==> src/rtl/read_feeder.sv <==
// read_feeder: registered responder for the systolic array read-fetch port.
// Optional feature macro PHRED_LUT_EN: priors come from a Phred-indexed ROM instead of the load port.
`ifndef MAX_STRING_LENGTH
`define MAX_STRING_LENGTH 16
`endif
`ifndef NUM_PROCS
`define NUM_PROCS 4
`endif

package read_feeder_pkg;
   localparam int unsigned MAX_LEN = `MAX_STRING_LENGTH;
   localparam int unsigned NPROC   = `NUM_PROCS;
   localparam int unsigned IW      = $clog2(MAX_LEN);
   localparam int unsigned DW      = 64;

   typedef enum logic [2:0] {
      STRING_A    = 3'd0,
      STRING_C    = 3'd1,
      STRING_G    = 3'd2,
      STRING_T    = 3'd3,
      STRING_N    = 3'd4,
      STRING_DASH = 3'd5
   } string_t;

   typedef struct packed {
      string_t                  reference;
      string_t [NPROC-1:0]      exp;
      logic                     valid;
   } reads_t;

   typedef struct packed {
      logic [NPROC-1:0][DW-1:0] match;
      logic [NPROC-1:0][DW-1:0] neq;
      logic                     valid;
   } priors_t;
endpackage

module read_feeder
   import read_feeder_pkg::*;
(
   input  logic          clock,
   input  logic          reset,
   input  logic          load_valid,
   input  logic [IW-1:0] load_addr,
   input  string_t       load_ref,
   input  string_t       load_exp,
`ifdef PHRED_LUT_EN
   input  logic [5:0]    load_qual,
`else
   input  logic [DW-1:0] load_match,
   input  logic [DW-1:0] load_neq,
`endif
   input  logic          start,
   input  logic [IW-1:0] length_in,
   input  logic [IW-1:0] read_index_x,
   input  logic          read_x_valid,
   input  logic [IW-1:0] read_index_y,
   input  logic          read_y_valid,
   input  logic          complete,
   output reads_t        base_reads,
   output priors_t       prior_reads,
   output logic [IW-1:0] string_length,
   output logic          busy,
   output logic          load_err
);

   typedef enum logic [1:0] {ST_LOAD, ST_SERVE, ST_DONE} state_t;

   state_t        r_state;
   state_t        w_state_nxt;

   string_t       r_ref_mem   [MAX_LEN];
   string_t       r_exp_mem   [MAX_LEN];
   logic [DW-1:0] r_match_mem [MAX_LEN];
   logic [DW-1:0] r_neq_mem   [MAX_LEN];

   reads_t        r_base_reads;
   priors_t       r_prior_reads;
   logic [IW-1:0] r_string_length;
   logic          r_busy;
   logic          r_load_err;

   logic          w_addr_ok;
   logic          w_load_en;
   logic          w_load_bad;
   logic          w_req_bad;
   logic [DW-1:0] w_match_in;
   logic [DW-1:0] w_neq_in;
   logic [IW:0]   w_pos     [NPROC];
   logic [NPROC-1:0] w_lane_ok;

`ifdef PHRED_LUT_EN
   typedef logic [DW-1:0] rom_t [64];

   // Elaboration-time tables: epsilon = 10^(-q/10) and its complement
   function automatic rom_t build_eps_rom();
      rom_t rom;
      for (int q = 0; q < 64; q++) begin
         rom[q] = $realtobits(10.0 ** (-real'(q) / 10.0));
      end
      return rom;
   endfunction

   function automatic rom_t build_match_rom();
      rom_t rom;
      for (int q = 0; q < 64; q++) begin
         rom[q] = $realtobits(1.0 - (10.0 ** (-real'(q) / 10.0)));
      end
      return rom;
   endfunction

   localparam rom_t EPS_ROM   = build_eps_rom();
   localparam rom_t MATCH_ROM = build_match_rom();

   assign w_neq_in   = EPS_ROM[load_qual];
   assign w_match_in = MATCH_ROM[load_qual];
`else
   assign w_neq_in   = load_neq;
   assign w_match_in = load_match;
`endif

   assign w_addr_ok = ({1'b0, load_addr} < (IW+1)'(MAX_LEN));

   // State register
   always_ff @(posedge clock) begin
      if (reset) begin
         r_state <= ST_LOAD;
      end else begin
         r_state <= w_state_nxt;
      end
   end

   // Next state and load/request qualification
   always_comb begin
      w_state_nxt = r_state;
      w_load_en   = 1'b0;
      w_load_bad  = 1'b0;
      w_req_bad   = 1'b0;
      case (r_state)
         ST_LOAD: begin
            w_load_en  = load_valid && w_addr_ok;
            w_load_bad = load_valid && !w_addr_ok;
            w_req_bad  = read_x_valid || read_y_valid;
            if (start) begin
               w_state_nxt = ST_SERVE;
            end
         end
         ST_SERVE: begin
            w_load_bad = load_valid;
            if (complete) begin
               w_state_nxt = ST_DONE;
            end
         end
         ST_DONE: begin
            w_load_bad  = load_valid;
            w_req_bad   = read_x_valid || read_y_valid;
            w_state_nxt = ST_LOAD;
         end
         default: w_state_nxt = ST_LOAD;
      endcase
   end

   // Lane positions carry an extra bit so the padding test never wraps
   always_comb begin
      for (int unsigned i = 0; i < NPROC; i++) begin
         w_pos[i]     = {1'b0, read_index_y} + (IW+1)'(i);
         w_lane_ok[i] = (w_pos[i] < {1'b0, r_string_length}) &&
                        (w_pos[i] < (IW+1)'(MAX_LEN));
      end
   end

   always_ff @(posedge clock) begin
      if (!reset && w_load_en) begin
         r_ref_mem[load_addr]   <= load_ref;
         r_exp_mem[load_addr]   <= load_exp;
         r_match_mem[load_addr] <= w_match_in;
         r_neq_mem[load_addr]   <= w_neq_in;
      end
   end

   // Registered responses; untargeted fields hold
   always_ff @(posedge clock) begin
      if (reset) begin
         r_base_reads    <= '0;
         r_prior_reads   <= '0;
         r_string_length <= '0;
         r_busy          <= 1'b0;
         r_load_err      <= 1'b0;
      end else begin
         r_busy <= (w_state_nxt == ST_SERVE);
         if (w_load_bad || w_req_bad) begin
            r_load_err <= 1'b1;
         end
         if ((r_state == ST_LOAD) && start) begin
            r_string_length <= length_in;
         end
         if (r_state == ST_SERVE) begin
            if (read_x_valid) begin
               r_base_reads.reference <= r_ref_mem[read_index_x];
               r_base_reads.valid     <= 1'b1;
            end
            if (read_y_valid) begin
               for (int unsigned i = 0; i < NPROC; i++) begin
                  if (w_lane_ok[i]) begin
                     r_base_reads.exp[i]    <= r_exp_mem[w_pos[i][IW-1:0]];
                     r_prior_reads.match[i] <= r_match_mem[w_pos[i][IW-1:0]];
                     r_prior_reads.neq[i]   <= r_neq_mem[w_pos[i][IW-1:0]];
                  end else begin
                     r_base_reads.exp[i]    <= STRING_DASH;
                     r_prior_reads.match[i] <= '0;
                     r_prior_reads.neq[i]   <= '0;
                  end
               end
               r_prior_reads.valid <= 1'b1;
            end
         end
         if (r_state == ST_DONE) begin
            r_base_reads.valid  <= 1'b0;
            r_prior_reads.valid <= 1'b0;
         end
      end
   end

   assign base_reads    = r_base_reads;
   assign prior_reads   = r_prior_reads;
   assign string_length = r_string_length;
   assign busy          = r_busy;
   assign load_err      = r_load_err;

endmodule

==> config.mk <==
export PLATFORM = sky130hd
export DESIGN_NAME = read_feeder
export DESIGN_NICKNAME = d
export VERILOG_FILES = /design/src/rtl/read_feeder.sv
export SDC_FILE = /design/constraint.sdc
export NUM_CORES = 2
export LEC_CHECK = 0
export ABC_CLOCK_PERIOD_IN_PS = 18300
export BUFFER_PORTS_ARGS = -buffer_cell sky130_fd_sc_hd__buf_2
export CAP_MARGIN = 15
export CORE_AREA = 2 2 584 586
export CTS_BUF_LIST = sky130_fd_sc_hd__clkbuf_4
export CTS_CLUSTER_SIZE = 24
export DETAILED_ROUTE_END_ITERATION = 12
export DIE_AREA = 0 0 586 588
export PLACE_DENSITY_LB_ADDON = 0.05
export SLEW_MARGIN = 10
export SYNTH_ARGS = -nofsm -noshare
export SYNTH_HDL_FRONTEND = slang
export SYNTH_SLANG_ARGS = --single-unit
==> constraint.sdc <==
create_clock -name clock -period 18.3 [get_ports clock]
set_input_delay 3.66 -clock clock [delete_from_list [all_inputs] [get_ports clock]]
set_output_delay 3.66 -clock clock [all_outputs]
set_load 0.01 [all_outputs]
# Yosys cells after proc, flatten, opt, wreduce, memory -nomap -nowiden
# Memories as Yosys holds them, arrays and structs flattened. A register that Yosys moved wholly into a read port is not among the register bits.
# Index checks and enable logic that the tools add are counted.
# totals
reg_bits	534
inputBits	157
out_inout_bits	535
ram_bits	2144
memories	4
wordCells	71
# mem_list
name	depth	word_bits	rd	rd_ports_with_merged_regs	wr	line_no	source
r_match_mem	16	64	4	0	1	74	logic [DW-1:0] r_match_mem [MAX_LEN];
r_neq_mem	16	64	4	0	1	75	logic [DW-1:0] r_neq_mem [MAX_LEN];
r_exp_mem	16	3	4	0	1	73	string_t r_exp_mem [MAX_LEN];
r_ref_mem	16	3	1	1	1	72	string_t r_ref_mem [MAX_LEN];
# classes
order_cmp	8
eq_ne	3
reduce_logical	15
mux	20
addsub	3
# op_table
cell	count
$mux W64	8
$lt A5 B4 Y1	3
$lt A5 B5 Y1 const B	3
$mux W3	4
$add A4 B2 Y5 const B	2
$logic_and A1 B1 Y1	6
$reduce_or A2 Y1	3
$add A4 B1 Y5 const B	1
$lt A4 B5 Y1 const B	1
$mux W1	5
$eq A2 B1 Y1 const B	2
$lt A4 B4 Y1	1
$mux W2	2
$pmux W2 S2	1
$reduce_and A2 Y1	2
$eq A2 B2 Y1 const B	1
$logic_not A2 Y1	1
$logic_or A1 B1 Y1	2
$logic_not A1 Y1	1

# Logic depth before layout (Yosys ltp)
# depth
word_depth	5
depth_mapped	18

# Worst setup path after synthesis
# OpenSTA, ideal clock, no wires.
# synth_path
path_kind	input port to flip-flop
from	in reset
to	mem r_exp_mem[0][0] (netlist bit), enable pin
setup_time_ns	0.793
t_arrival_ns	13.689
slack_ns	3.818
cell_stages	6
t_required_ns	17.507
path_cell_list	clkbuf_1 inv_1 clkbuf_1 nand3_1 or3_1 nor3_1
# synth_between
elab_chain_len	4
# synth_rtl
element	line_no	source
start, declared	42	input logic reset,
$logic_not A1 Y1	173	if (!reset && w_load_en) begin
$logic_and A1 B1 Y1	173	
$mux W1	173	
$mux W1 (not written as such)	175	r_exp_mem[load_addr] <= load_exp;
end, declared	73	
# Every way passes these cells.

# Worst setup path after layout
# layout_path
from	in read_index_y[0]
to	reg r_base_reads, in the netlist base_reads[5]
# layout_between
elab_chain_len	4
word_cells_on_any_way	6
cone_classes	add/sub (1); order compare (2); mux (1); reduce/logical (1); memory (1)
# layout_rtl
element	line_no	source
start, declared	57	input logic [IW-1:0] read_index_y,
$add A4 B1 Y5 *	166	w_pos[i] = {1'b0, read_index_y} + (IW+1)'(i);
$lt A5 B4 Y1 / $lt A5 B5 Y1 (equally long branches)	167, 168	
$logic_and A1 B1 Y1	167	w_lane_ok[i] = (w_pos[i] < {1'b0, r_string_length}) &&
$mux W3 *	204	if (w_lane_ok[i]) begin
end, declared	77	reads_t r_base_reads;
# Every way passes the cells marked *; elsewhere a longest branch is shown, timed or not.
# A chain may end at the register's enable or synchronous reset.

==> qor.yml <==
run_status: "finished clean"
floorplan.initialDensity: 0.428
leakage_nw: 55.8
io_pins: 692
via_count: 99000
report.final.slew_viol_count: 0
dp_cells: 13100
cts_buffers: 739
tns_ps: 0
power.combinational.fraction: 0.134
post-dp-hpwl_mm: 299
worst_setup_path_start_kind: "input port"
ys.warnings.count: 0
fin_total_pwr_mw: 14.3
critPathMaxStageDelay_ps: 920
route.detailed.wl_per_inst_um: 36.9
antenna_violating_nets_post_route: 0
peakVddDrop_mv: 0.0584
final_cells: 14500
tightestPinTransition_ps: 1320
cp.required_ps: 19680
synth-seq-area-share: 0.518
cts_max_level: 6
power.switching_mw: 3.90
multi_input_area_mm2: 0.0662
cts_hold_buffers: 0
first_global_vias: 98000
postCtsSetupBuffers: 0
critPathArrivalTime_ps: 10020
tightest_slew_margin_relative_to_the_limit: 0.119
detail_route.wirelength_mm: 537
setup_slack_ps: 9670
post_route_cells_drive_above_1_share: 0.443
cts.sinks: 2681
cp.buffers_inverters: 6
place.gp.congestion: 0.822
core-area_mm2: 0.338
grt_overflow_total: 0
chipWidth_um: 586
rsz0062_at_grt: "false"
regArea_mm2: 0.0751
largest_net_degree_at_the_start_of_global_routing: 144
worst_hold_path_type: "reg2reg"
fin_nets: 9511
r2r.worst_path.cells: 8
timing.hold.worst_path_depth: 2
min_from: "prior_reads[141]$_SDFFE_PP0P_"
dominant_delay_contributor_by_cell_family_on_the_critical_path: "buffers and inverters"
clkTransAtPathRegs_ps: 60
cts.repair.resized: 0
seq_cells_post_synth: 2681
power.share.sequential: 0.469
die-height_um: 588
dpl_worst_slack_ps: 8100
crit_path_cell_trace: "buf_12 > inv_8 > ha_4 > buf_12 > buf_4 > buf_4 > buf_4 > mux4_2 > mux2_2 > a22oi_1 > o31ai_1"
synth.distinct_cells: 53
postSynthCellCount: 8532
timing.clock.skew_ps: 127
period_share: 0.472
tritoncts: "done"
clock_latency_ps: 1640
rr_startpoint: "r_state[1]$_SDFF_PP0_"
hold_end: "prior_reads[141]$_SDFFE_PP0P_"
post-route-min-period_ps: 8630
ctsLongestPathBuffers: 4
floorplan.die_area_mm2: 0.345
share_clk_of_total_power: 0.397
drv_cap: 0
port-buffer-count: 691
swShare: 0.273
placementRows: 214
synth-async-reset-ratio: 0
grtUsageTotal: 0.306
detailedRoute.firstPassIterationCount: 6
layout.filler_cells: 29100
timing_worst_setup_path_type: "in2reg"
power-per-cell-area_mw_per_mm2: 87.8
worst_setup_path_end_kind: "flip-flop"
cpMostUsedCell: "buf_4"
dr.first_iter.drc_count: 11600
regToRegSetupSlack_ps: 12710
antenna_violations_before_repair: 74
postLayoutCoreUtil: 0.480
grt_pass1_wl_mm: 747
syn-cell-area_mm2: 0.145
hold_violations: 0
cts.root.buffer_cell: "clkbuf_4"
post_drt_via_cell_ratio: 6.80
synth_flop_cell: "edfxtp_1"
postSynthNetCount: 8708
synth_area_per_cell_um2: 17.0
clock.fmax_ghz: 0.116
cp_max_fo: 122
cp_slowest_cell: "ha_4"
synth-edff-count: 2144
critical_path.reg2reg.endpoint: "r_match_mem[9][46]$_DFFE_PP_"
power_report.internal_total_mw: 10.4
setup_viol: 0
drc: 0
syn_to_final_growth_pct: 12.1
-- worst max-delay path by stage --
| stage | start | end | slack (ps) | depth (start not counted) |
|---|---|---|---|---|
| after floorplan | reset | r_exp_mem[0][0]$_DFFE_PP_ | 3820 | 6 |
| after global placement | read_index_y[0] | prior_reads[69]$_SDFFE_PP0P_ | 8210 | 11 |
| after detailed placement | read_index_y[0] | prior_reads[71]$_SDFFE_PP0P_ | 8100 | 11 |
| after CTS | read_index_y[0] | prior_reads[67]$_SDFFE_PP0P_ | 9910 | 11 |
| after global routing | read_index_y[0] | prior_reads[424]$_SDFFE_PP0P_ | 9340 | 12 |
| final | read_index_y[0] | base_reads[5]$_SDFFE_PP0P_ | 9670 | 11 |
-- tightest hold or removal path: stages, from the launching register on --
cell,delay (ps)
dfxtp_1,310
nand2_1,50
o21ai_1,50
-- per-stage QoR --
step	instance area (um2)	hold WS (ps)
after global placement	153000	432
after global routing	162000	472
final	163000	444
after detailed placement	153000	437
after CTS	162000	451
after floorplan	145000	470
-- per-layer routing --
layer / wire length [um] / global-route usage / part of all wire
met4: 25800 / 0.143 / 0.048
met5: 368 / 0 / 0.00069
met2: 255000 / 0.485 / 0.48
met3: 55100 / 0.0773 / 0.10
met1: 200000 / 0.397 / 0.37
-- power by group through the flow --
stage	logic (mW)	registers [mW]	clock network [mW]
after floorplan	1.27	6.82	0
after global placement	1.90	6.82	0
after detailed placement	1.91	6.82	0
after CTS	1.92	6.69	5.82
after global routing	2.02	6.69	6.12
final	1.91	6.69	5.66
-- Yosys cell counts (19+ instances only) --
cell	number	area [um2]
o21ai_0	69	345
nor3_1	19	95.1
o211ai_1	32	240
o22ai_1	30	188
dfxtp_1	537	10800
buf_1	35	131
mux4_2	2097	47200
edfxtp_1	2144	64400
a211oi_1	37	278
a211o_1	137	1200
a22o_1	201	1760
nand2_1	878	3300
mux2i_1	185	1850
nand3_1	57	285
a31oi_1	19	119
buf_2	347	1740
ha_1	19	238
buf_4	43	323
mux2_2	157	1770
nor2b_1	25	156
a22oi_1	392	2940
clkbuf_1	413	1550
o31ai_1	154	1160
nor2_1	40	150
a32o_1	25	250
a21oi_1	302	1510
-- flip-flops by register name, indices dropped and copies added, names as in the netlist --
register	cells
busy	1
base_reads	16
r_match_mem	1024
string_length	4
r_exp_mem	48
prior_reads	513
r_state	2
r_ref_mem	48
r_neq_mem	1024
load_err	1
-- cell families (layout without fill, tap and decap cells) --
| group | after synthesis | after routing | synth area share |
|---|---|---|---|
| compound gates | 1457 | 1457 | 0.0724 |
| xor+xnor | 5 | 5 | 0.000432 |
| fa+ha+maj | 19 | 19 | 0.00164 |
| buf+inv | 860 | 2296 | 0.0267 |
| flops | 2681 | 2681 | 0.518 |
| mux | 2439 | 2439 | 0.351 |
| other cells | 0 | 45 | 0 |
| simple gates | 1071 | 1071 | 0.0298 |
-- cells in the final DEF (no fill, tap or decap), types with 30 or more instances in the layout --
master	Yosys	layout
mux2_2	157	157
buf_2	347	688
nand3_1	57	57
buf_4	43	188
diode_2	0	45
mux4_2	2097	2097
clkinv_2	0	49
a22o_1	201	201
nand2_1	878	873
a211oi_1	37	37
a211o_1	137	137
o22ai_1	30	30
clkinv_1	1	177
mux2i_1	185	185
edfxtp_1	2144	2144
a21oi_1	302	301
clkbuf_4	0	1089
o21ai_0	69	69
o31ai_1	154	154
dfxtp_1	537	537
a22oi_1	392	392
o211ai_1	32	32
-- final cells by class --
| cell class | count | area share |
|---|---|---|
| Sequential cell | 2681 | 0.462 |
| Multi-Input combinational cell | 4991 | 0.407 |
| Clock buffer | 1089 | 0.0503 |
| Tap cell | 4536 | 0.0349 |
| Timing Repair Buffer | 906 | 0.0336 |
| Clock inverter | 285 | 0.0102 |
| Antenna cell | 45 | 0.000693 |
| Inverter | 16 | 0.000647 |
(Power assumes the default switching activity.)
